[src/rtl/copro_result_buffer_pkg.sv]
// Shared constants and helpers for the coprocessor result buffer.
package copro_result_buffer_pkg;

    localparam int unsigned DefaultDepth = 4;
    localparam int unsigned DefaultXlen  = 32;
    localparam int unsigned RegAddrW     = 5;

    // Circular pointer increment: wraps from depth-1 back to 0, so the
    // depth does not have to be a power of two.
    function automatic int unsigned wrap_inc(input int unsigned ptr,
                                             input int unsigned depth);
        return (ptr == depth - 1) ? 0 : ptr + 1;
    endfunction

endpackage

[src/rtl/copro_result_buffer_if.sv]
// Result channel from the buffer toward the core.
// Handshake: a transfer happens on every clock edge where valid and ready
// are both high; once valid is raised the producer holds valid and all
// payload fields unchanged until that transfer happens, and valid never
// depends combinationally on ready.
interface copro_result_buffer_if
    import copro_result_buffer_pkg::*;
#(
    parameter int unsigned XLEN = DefaultXlen,
    parameter type hartid_t = logic,
    parameter type id_t = logic
);
    logic                valid;
    logic                ready;
    logic [XLEN-1:0]     data;
    hartid_t             hartid;
    id_t                 id;
    logic [RegAddrW-1:0] rd;
    logic                we;

    // Buffer side drives the payload and valid.
    modport master (
        output valid, data, hartid, id, rd, we,
        input  ready
    );

    // Core side accepts results.
    modport slave (
        input  valid, data, hartid, id, rd, we,
        output ready
    );
endinterface

[src/rtl/copro_result_buffer.sv]
// Result buffer: captures the non-stallable ALU result stream in a small
// circular FIFO and presents it on the core result channel. Issue credit
// accounts for the one result that may still be in flight in the ALU, so a
// well-behaved issuer can never overrun the buffer.
module copro_result_buffer
    import copro_result_buffer_pkg::*;
#(
    parameter int unsigned Depth = DefaultDepth,
    parameter int unsigned XLEN  = DefaultXlen,
    parameter type hartid_t = logic,
    parameter type id_t = logic
) (
    input  logic                          clk_i,
    input  logic                          rst_i,
    input  logic                          issue_fire_i,
    output logic                          issue_ready_o,
    input  logic                          alu_valid_i,
    input  logic [XLEN-1:0]               alu_result_i,
    input  hartid_t                       alu_hartid_i,
    input  id_t                           alu_id_i,
    input  logic [RegAddrW-1:0]           alu_rd_i,
    input  logic                          alu_we_i,
    copro_result_buffer_if.master         result_if,
    output logic [$clog2(Depth+1)-1:0]    count_o,
    output logic                          overflow_o
);

    localparam int unsigned PtrW = (Depth > 1) ? $clog2(Depth) : 1;
    localparam int unsigned CntW = $clog2(Depth + 1);
    localparam logic [CntW-1:0] DepthCnt  = Depth[CntW-1:0];
    localparam logic [CntW:0]   DepthWide = Depth[CntW:0];

    typedef struct packed {
        logic [XLEN-1:0]     data;
        hartid_t             hartid;
        id_t                 id;
        logic [RegAddrW-1:0] rd;
        logic                we;
    } entry_t;

    entry_t          mem_q [Depth];
    entry_t          mem_d [Depth];
    logic [PtrW-1:0] wr_ptr_q, wr_ptr_d;
    logic [PtrW-1:0] rd_ptr_q, rd_ptr_d;
    logic [CntW-1:0] count_q, count_d;
    logic            inflight_q, inflight_d;
    logic            overflow_q, overflow_d;

    logic            not_empty;
    logic            full;
    logic            pop;
    logic            do_push;
    logic [CntW:0]   credit_need;
    entry_t          alu_entry;
    entry_t          head;

    // Occupancy decode, handshake qualification and issue credit.
    always_comb begin
        not_empty = (count_q != '0);
        full      = (count_q == DepthCnt);
        pop       = not_empty & result_if.ready;
        // A push on a full buffer only lands if the head leaves this cycle.
        do_push   = alu_valid_i & (~full | pop);
        // Entries that will still be held next cycle plus the pending ALU
        // result must leave room for one more.
        credit_need = {1'b0, count_q}
                    - {{CntW{1'b0}}, pop}
                    + {{CntW{1'b0}}, inflight_q};
        issue_ready_o = (credit_need < DepthWide);
    end

    // Next-state for storage, pointers, occupancy, in-flight and error flag.
    always_comb begin
        mem_d      = mem_q;
        wr_ptr_d   = wr_ptr_q;
        rd_ptr_d   = rd_ptr_q;
        count_d    = count_q;
        inflight_d = inflight_q;
        overflow_d = overflow_q;

        alu_entry.data   = alu_result_i;
        alu_entry.hartid = alu_hartid_i;
        alu_entry.id     = alu_id_i;
        alu_entry.rd     = alu_rd_i;
        alu_entry.we     = alu_we_i;

        if (do_push) begin
            mem_d[wr_ptr_q] = alu_entry;
            wr_ptr_d = PtrW'(wrap_inc(32'(wr_ptr_q), Depth));
        end
        if (pop) begin
            rd_ptr_d = PtrW'(wrap_inc(32'(rd_ptr_q), Depth));
        end

        case ({do_push, pop})
            2'b10:   count_d = count_q + CntW'(1);
            2'b01:   count_d = count_q - CntW'(1);
            default: count_d = count_q;
        endcase

        if (alu_valid_i && !do_push) begin
            overflow_d = 1'b1;
        end

        // A new issue in the same cycle as the previous result keeps one
        // result pending.
        if (issue_fire_i) begin
            inflight_d = 1'b1;
        end else if (alu_valid_i) begin
            inflight_d = 1'b0;
        end
    end

    // State registers; reset also clears storage so the head reads as zero.
    always_ff @(posedge clk_i) begin
        if (rst_i) begin
            for (int i = 0; i < int'(Depth); i++) begin
                mem_q[i] <= '0;
            end
            wr_ptr_q   <= '0;
            rd_ptr_q   <= '0;
            count_q    <= '0;
            inflight_q <= 1'b0;
            overflow_q <= 1'b0;
        end else begin
            mem_q      <= mem_d;
            wr_ptr_q   <= wr_ptr_d;
            rd_ptr_q   <= rd_ptr_d;
            count_q    <= count_d;
            inflight_q <= inflight_d;
            overflow_q <= overflow_d;
        end
    end

    // Head entry straight from storage: valid depends only on registered state.
    always_comb begin
        head             = mem_q[rd_ptr_q];
        result_if.valid  = not_empty;
        result_if.data   = head.data;
        result_if.hartid = head.hartid;
        result_if.id     = head.id;
        result_if.rd     = head.rd;
        result_if.we     = head.we;
        count_o          = count_q;
        overflow_o       = overflow_q;
    end

endmodule

[src/flat_wrapper.sv]
// flat-port wrapper written by rule: the top's interface ports become plain ports
module copro_result_buffer_flat import copro_result_buffer_pkg::*;
#(
    parameter int unsigned Depth = DefaultDepth,
    parameter int unsigned XLEN  = DefaultXlen,
    parameter type hartid_t = logic,
    parameter type id_t = logic
)
  (clk_i, rst_i, issue_fire_i, issue_ready_o, alu_valid_i, alu_result_i, alu_hartid_i, alu_id_i, alu_rd_i, alu_we_i, count_o, overflow_o, result_if_valid, result_if_data, result_if_hartid, result_if_id, result_if_rd, result_if_we, result_if_ready);
  copro_result_buffer_if #(.XLEN(XLEN), .hartid_t(hartid_t), .id_t(id_t)) result_if_i ();
  input  logic clk_i;
  input  logic rst_i;
  input  logic issue_fire_i;
  output logic issue_ready_o;
  input  logic alu_valid_i;
  input  logic [XLEN-1:0] alu_result_i;
  input  hartid_t alu_hartid_i;
  input  id_t alu_id_i;
  input  logic [RegAddrW-1:0] alu_rd_i;
  input  logic alu_we_i;
  output logic [$clog2(Depth+1)-1:0] count_o;
  output logic overflow_o;
  output wire logic [$bits(result_if_i.valid)-1:0] result_if_valid;
  output wire logic [$bits(result_if_i.data)-1:0] result_if_data;
  output wire logic [$bits(result_if_i.hartid)-1:0] result_if_hartid;
  output wire logic [$bits(result_if_i.id)-1:0] result_if_id;
  output wire logic [$bits(result_if_i.rd)-1:0] result_if_rd;
  output wire logic [$bits(result_if_i.we)-1:0] result_if_we;
  input wire logic [$bits(result_if_i.ready)-1:0] result_if_ready;
  assign result_if_valid = result_if_i.valid;
  assign result_if_data = result_if_i.data;
  assign result_if_hartid = result_if_i.hartid;
  assign result_if_id = result_if_i.id;
  assign result_if_rd = result_if_i.rd;
  assign result_if_we = result_if_i.we;
  assign result_if_i.ready = result_if_ready;
  copro_result_buffer #(.Depth(Depth), .XLEN(XLEN), .hartid_t(hartid_t), .id_t(id_t)) u_core (.clk_i(clk_i), .rst_i(rst_i), .issue_fire_i(issue_fire_i), .issue_ready_o(issue_ready_o), .alu_valid_i(alu_valid_i), .alu_result_i(alu_result_i), .alu_hartid_i(alu_hartid_i), .alu_id_i(alu_id_i), .alu_rd_i(alu_rd_i), .alu_we_i(alu_we_i), .result_if(result_if_i), .count_o(count_o), .overflow_o(overflow_o));
endmodule
[config.mk]
export PLATFORM = sky130hd
export DESIGN_NAME = copro_result_buffer_flat
export DESIGN_NICKNAME = d
export VERILOG_FILES = /design/src/rtl/copro_result_buffer_pkg.sv /design/src/rtl/copro_result_buffer_if.sv /design/src/rtl/copro_result_buffer.sv /design/src/flat_wrapper.sv
export SDC_FILE = /design/constraint.sdc
export NUM_CORES = 1
export LEC_CHECK = 0
export BUFFER_PORTS_ARGS = -buffer_cell sky130_fd_sc_hd__buf_2
export CAP_MARGIN = 20
export CORE_UTILIZATION = 58
export DETAILED_ROUTE_END_ITERATION = 12
export GPL_ROUTABILITY_DRIVEN = 0
export PLACE_DENSITY = 0.8
export RECOVER_POWER = 100
export SETUP_SLACK_MARGIN = 0.1
export SYNTH_ARGS = -nofsm -noshare
export SYNTH_HDL_FRONTEND = slang
export SYNTH_SLANG_ARGS = --single-unit
[constraint.sdc]
create_clock -name clk_i -period 3.25 [get_ports clk_i]
set_clock_uncertainty 0.1 [all_clocks]
set_input_delay 0.1625 -clock clk_i [delete_from_list [all_inputs] [get_ports clk_i]]
set_output_delay 0.1625 -clock clk_i [all_outputs]
set_load 0.02 [all_outputs]
After elaboration in Yosys (flattened, before gate mapping) --
Index checks and enable logic that the tools add are counted. W data, S select, Z words.
Word-level totals: register bits after elaboration 169, input port bits 45, output and inout bits 46, word-level logic and storage cells 63
Operators by class: add/sub/neg operators 6, $lt $le $gt $ge 4, eq/ne operators 5, multiplexer cells 11, bitwise logic cells 6, reduce and logical (&&, ||, !) cells 6
Operators by type and width (count):
- $bwmux W160 | 1
- $mux W40 | 3
- $bmux W40 S2 | 1
- $demux W40 S2 | 1
- $eq A2 B2 Y1 const B | 3
- $ge A3 B3 Y1 const B | 2
- $not A2 Y3 | 2
- $pmux W3 S2 | 1
- $add A2 B1 Y2 const B | 2
- $add A4 B1 Y4 | 1
- $lt A4 B3 Y1 const B | 1
- $mux W2 | 2
- $reduce_bool A2 Y1 | 2
- $sub A3 B1 Y4 | 1
- $add A3 B1 Y3 const B | 1
- $eq A3 B3 Y1 const B | 1
- $lt A3 B1 Y1 const B | 1
- $reduce_bool A3 Y1 | 1
- $sub A3 B1 Y3 const B | 1
- $and A1 B1 Y1 | 2
- $eq A2 B1 Y1 const B | 1
- $logic_and A1 B1 Y1 | 2
- $mux W1 | 2
- $logic_not A1 Y1 | 1
- 2 further kinds | 2

Logic depth before layout (Yosys ltp) --
depth after elaboration 6, depth in mapped cells 9

Worst setup path after synthesis --
No wires, ideal clock.
path kind register to output, start register u_core.count_q[2], in the netlist u_core.count_o[2], end output port issue_ready_o, arrival time 2.376 ns, data required time 2.987 ns, setup slack 0.612 ns, stages on the path, launching flop included 7, path buffers 0, cell sequence dfxtp_1 o31ai_1 inv_1 ha_1 nand3b_1 nor2b_1 o311ai_0
On the way: longest elaborated chain between the ends 5
RTL lines:
- start: declaration | RTL line copro_result_buffer.sv:45 | logic [CntW-1:0] count_q, count_d;
- start signal: assignment | RTL line copro_result_buffer.sv:129 | count_q <= count_d;
- $reduce_bool A3 Y1 | RTL line copro_result_buffer.sv:59 | not_empty = (count_q != '0);
- $and A1 B1 Y1 | RTL line copro_result_buffer.sv:61 | pop = not_empty & result_if.ready;
- via u_core.pop | RTL line copro_result_buffer.sv:51 | logic pop;
- $sub A3 B1 Y4 | RTL line copro_result_buffer.sv:67 | - {{CntW{1'b0}}, pop}
- $add A4 B1 Y4 | RTL line copro_result_buffer.sv:68 | + {{CntW{1'b0}}, inflight_q};
- $lt A4 B3 Y1 | RTL line copro_result_buffer.sv:69 | issue_ready_o = (credit_need < DepthWide);
- end: declaration | RTL line flat_wrapper.sv:14 | output logic issue_ready_o;
The timed path passes the listed nets, and every way through them passes these cells.

Final worst setup path --
Ends and elaborated chain as after synthesis.

==> results.ini <==
[timing]
slew_headroom_pct = -14.3
hold_ws_ns = -0.00248
setup_viol = 0
final_hold_viol_count = 1
setup_ws_ns = 0.197
fmax_mhz = 328
tightest_slew_ns = 1.71
grt_setup_unrepaired = no
finalCritPeriodShare_pct = 93.9
drv_slew = 47
tns_ns = 0
layout_min_cycle_time_ns = 3.05

[worst_setup_path]
crit_path_start_kind = flip-flop
path_class = flip-flop to primary output
cp_max_fo = 10
arrival_ns = 2.79
cp-end-kind = primary output
cp.required_ns = 2.99

[pwr]
comb_power_share_pct = 22.2
intPower_w = 0.00402
power_w = 0.00560
peakVddDrop_mv = 0.743
clockPowerShare_pct = 36.4
seq_power_share_pct = 41.5
sw_frac_of_total_pct = 28.3
powerDensity_mw_per_mm2 = 610
switchingPower_w = 0.00158
p_leak_nw = 3.98

[run_status]
outcome = finished, violations left
failed_checks = hold timing, capacitance limit, slew limit

[place]
dp_worst_setup_slack_ns = 0.567
detailed_place_hpwl_microns = 9700
io_buffers = 90
place_inst = 904

[global_routing]
grt_max_degree = 111
grt-ovfl-total = 0
grt_pass1_vias = 5401
grt_pass1_wl_microns = 26100
antenna_found_initial = 0
track_usage_pct = 23.7

[logic_synthesis]
syn-cell-area_sq_mm = 0.00787
ys_ff_latch = 169
synth_ff_type = dfxtp_1
synthCells = 684
ys_types = 31
yosysTopAreaCell = dfxtp_1
synth_area_leaders = dfxtp_1 (43%), mux2i_1 (20%), nand2b_1 (16%), mux4_2 (11%), ha_1 (1.4%)
avgSynthCellArea_sq_um = 11.5
synth-edff-count = 0
synth_warnings = 0
netlist.area_leader.share_pct = 43.0
syn_nets = 739
synth-async-reset-ratio_pct = 0
synth.yosys.seq_area_share_pct = 43.0

[routing]
drt_first_pass_iters = 5
routedWlPerCell_microns = 16.4
drtAntennaViolNets = 0
via_per_inst = 5.37
drc = 0
routed_wl_microns = 15900
vias = 5205
drtIter0Drc = 243

[clock_network]
clock-sinks = 169
clk-insertion-delay-late_ns = 0.42
cts_root_buf = clkbuf_16
path_clk_slew_ns = 0.06
cts_tree = done
cts.path.max_buffers = 2
cts-buffers-inserted = 17
post_cts_resized = 0
htree_num_levels = 4

[floorplanning]
io_pins = 91
die_w_microns = 118
chipHeight_microns = 118
start_util_pct = 59.4
dieArea_sq_mm = 0.0140
fp-row-count = 42
core_area_sq_mm = 0.0132

[finish]
fin_nets = 835
finalNonFillerCells = 969
area_growth_pct = 16.7
n_antenna_cell = 0
drive_above_1_share_pct = 16.3

[min_path]
hold_class = primary input to flip-flop

[flow_run]
drv_cap = 2

routing by layer:
metal	part of all wire, %	vias to the layer above	GRT usage (%)
li1	-	2540	-
met1	46	2551	29.8
met2	49	90	39.7
met3	3.1	24	5.79
met4	1.6	0	8.39
met5	0	-	0
timing repair:
item / CTS / global route
hold buffers: 33 / 0
endpoints found under the hold margin: 89 / 0
buffers inserted: 0 / 0
Yosys cell counts, types with 3 or more instances:
cell,n
mux4_2,40
nand2_1,3
buf_1,4
buf_4,9
buf_2,4
a21oi_1,7
dfxtp_1,169
inv_1,10
o21ai_0,3
buf_6,7
mux2i_1,161
nor2_1,7
ha_1,9
clkbuf_1,27
nand3_1,5
nand2b_1,200
final cells by class:
cell class / count / area (sq um)
sequential: 169 / 3390
clock buffer: 25 / 515
fill: 985 / 4060
timing repair buffer: 129 / 795
inverter: 10 / 37.5
clock inverter: 7 / 87.6
multi-input combinational: 453 / 4140
tap: 176 / 220
final timing paths:
path	start	end	slack, ns	cells past startpoint
worst max-delay path	u_core.count_o[2]	issue_ready_o	0.20	7
worst max register to register	u_core.count_o[2]	u_core.mem_q[132]	0.31	4
worst min register to register	u_core.mem_q[57]	u_core.mem_q[57]	0.37	2
worst min-delay path	alu_we_i	u_core.mem_q[40]	-0.002	3
worst max-delay path, stage by stage (launching register included):
cell,delay [ns]
dfxtp_1,0.40
o31ai_1,0.58
inv_1,0.16
ha_1,0.31
nand3b_1,0.20
nor2b_1,0.15
o311ai_0,0.30
clkbuf_1,0.27
sequential cells by signal, summed over array words and instances (netlist names):
| signal | cells |
|---|---|
| u_core.count_o | 3 |
| u_core.inflight_q | 1 |
| u_core.mem_q | 160 |
| u_core.overflow_o | 1 |
| u_core.rd_ptr_q | 2 |
| u_core.wr_ptr_q | 2 |
stage by stage:
stage                     instance area [sq um]  util, %
final                                      9180     69.3
after global routing                       9180     69.3
after CTS                                  9300     70.2
after detailed placement                   8370     63.2
after global placement                     8370     63.2
after floorplan                            7870        -
power by group through the flow:
stage	registers (W)	clock network (W)	logic, W
detailed placement	0.00236	0	0.00126
finish	0.00232	0.00203	0.00124
floorplan	0.00232	0	0.000953
CTS	0.00232	0.00207	0.00130
global route	0.00234	0.00215	0.00134
global placement	0.00235	0	0.00122
cells in the final DEF (no fill, tap or decap), types with 4 or more instances in the layout:
| cell type | synthesis | final |
|---|---|---|
| nand2b_1 | 200 | 200 |
| dfxtp_1 | 169 | 168 |
| mux2i_1 | 161 | 161 |
| buf_2 | 4 | 45 |
| clkbuf_1 | 27 | 41 |
| mux4_2 | 40 | 40 |
| dlygate4sd3_1 | 0 | 33 |
| clkbuf_16 | 0 | 17 |
| inv_1 | 10 | 10 |
| ha_1 | 9 | 9 |
| clkbuf_2 | 0 | 9 |
| nor2_1 | 7 | 7 |
| a21oi_1 | 7 | 7 |
| clkbuf_8 | 0 | 6 |
| nand3_1 | 5 | 5 |
| clkinv_2 | 0 | 4 |
kinds of logic (layout without fill, tap and decap cells):
group                    count (synthesis)  in the layout  synth area share, %
AND/OR/NAND/NOR                        228            228                 18.1
AO/OA/AOI/OAI                           12             12                0.843
flip-flops                             169            169                 43.0
adder cells (fa/ha/maj)                 10             10                 1.69
XOR/XNOR                                 2              2                0.223
multiplexers                           201            201                 31.9
buffers and inverters                   62            171                 4.26
Power figures use the tool's default switching activity.
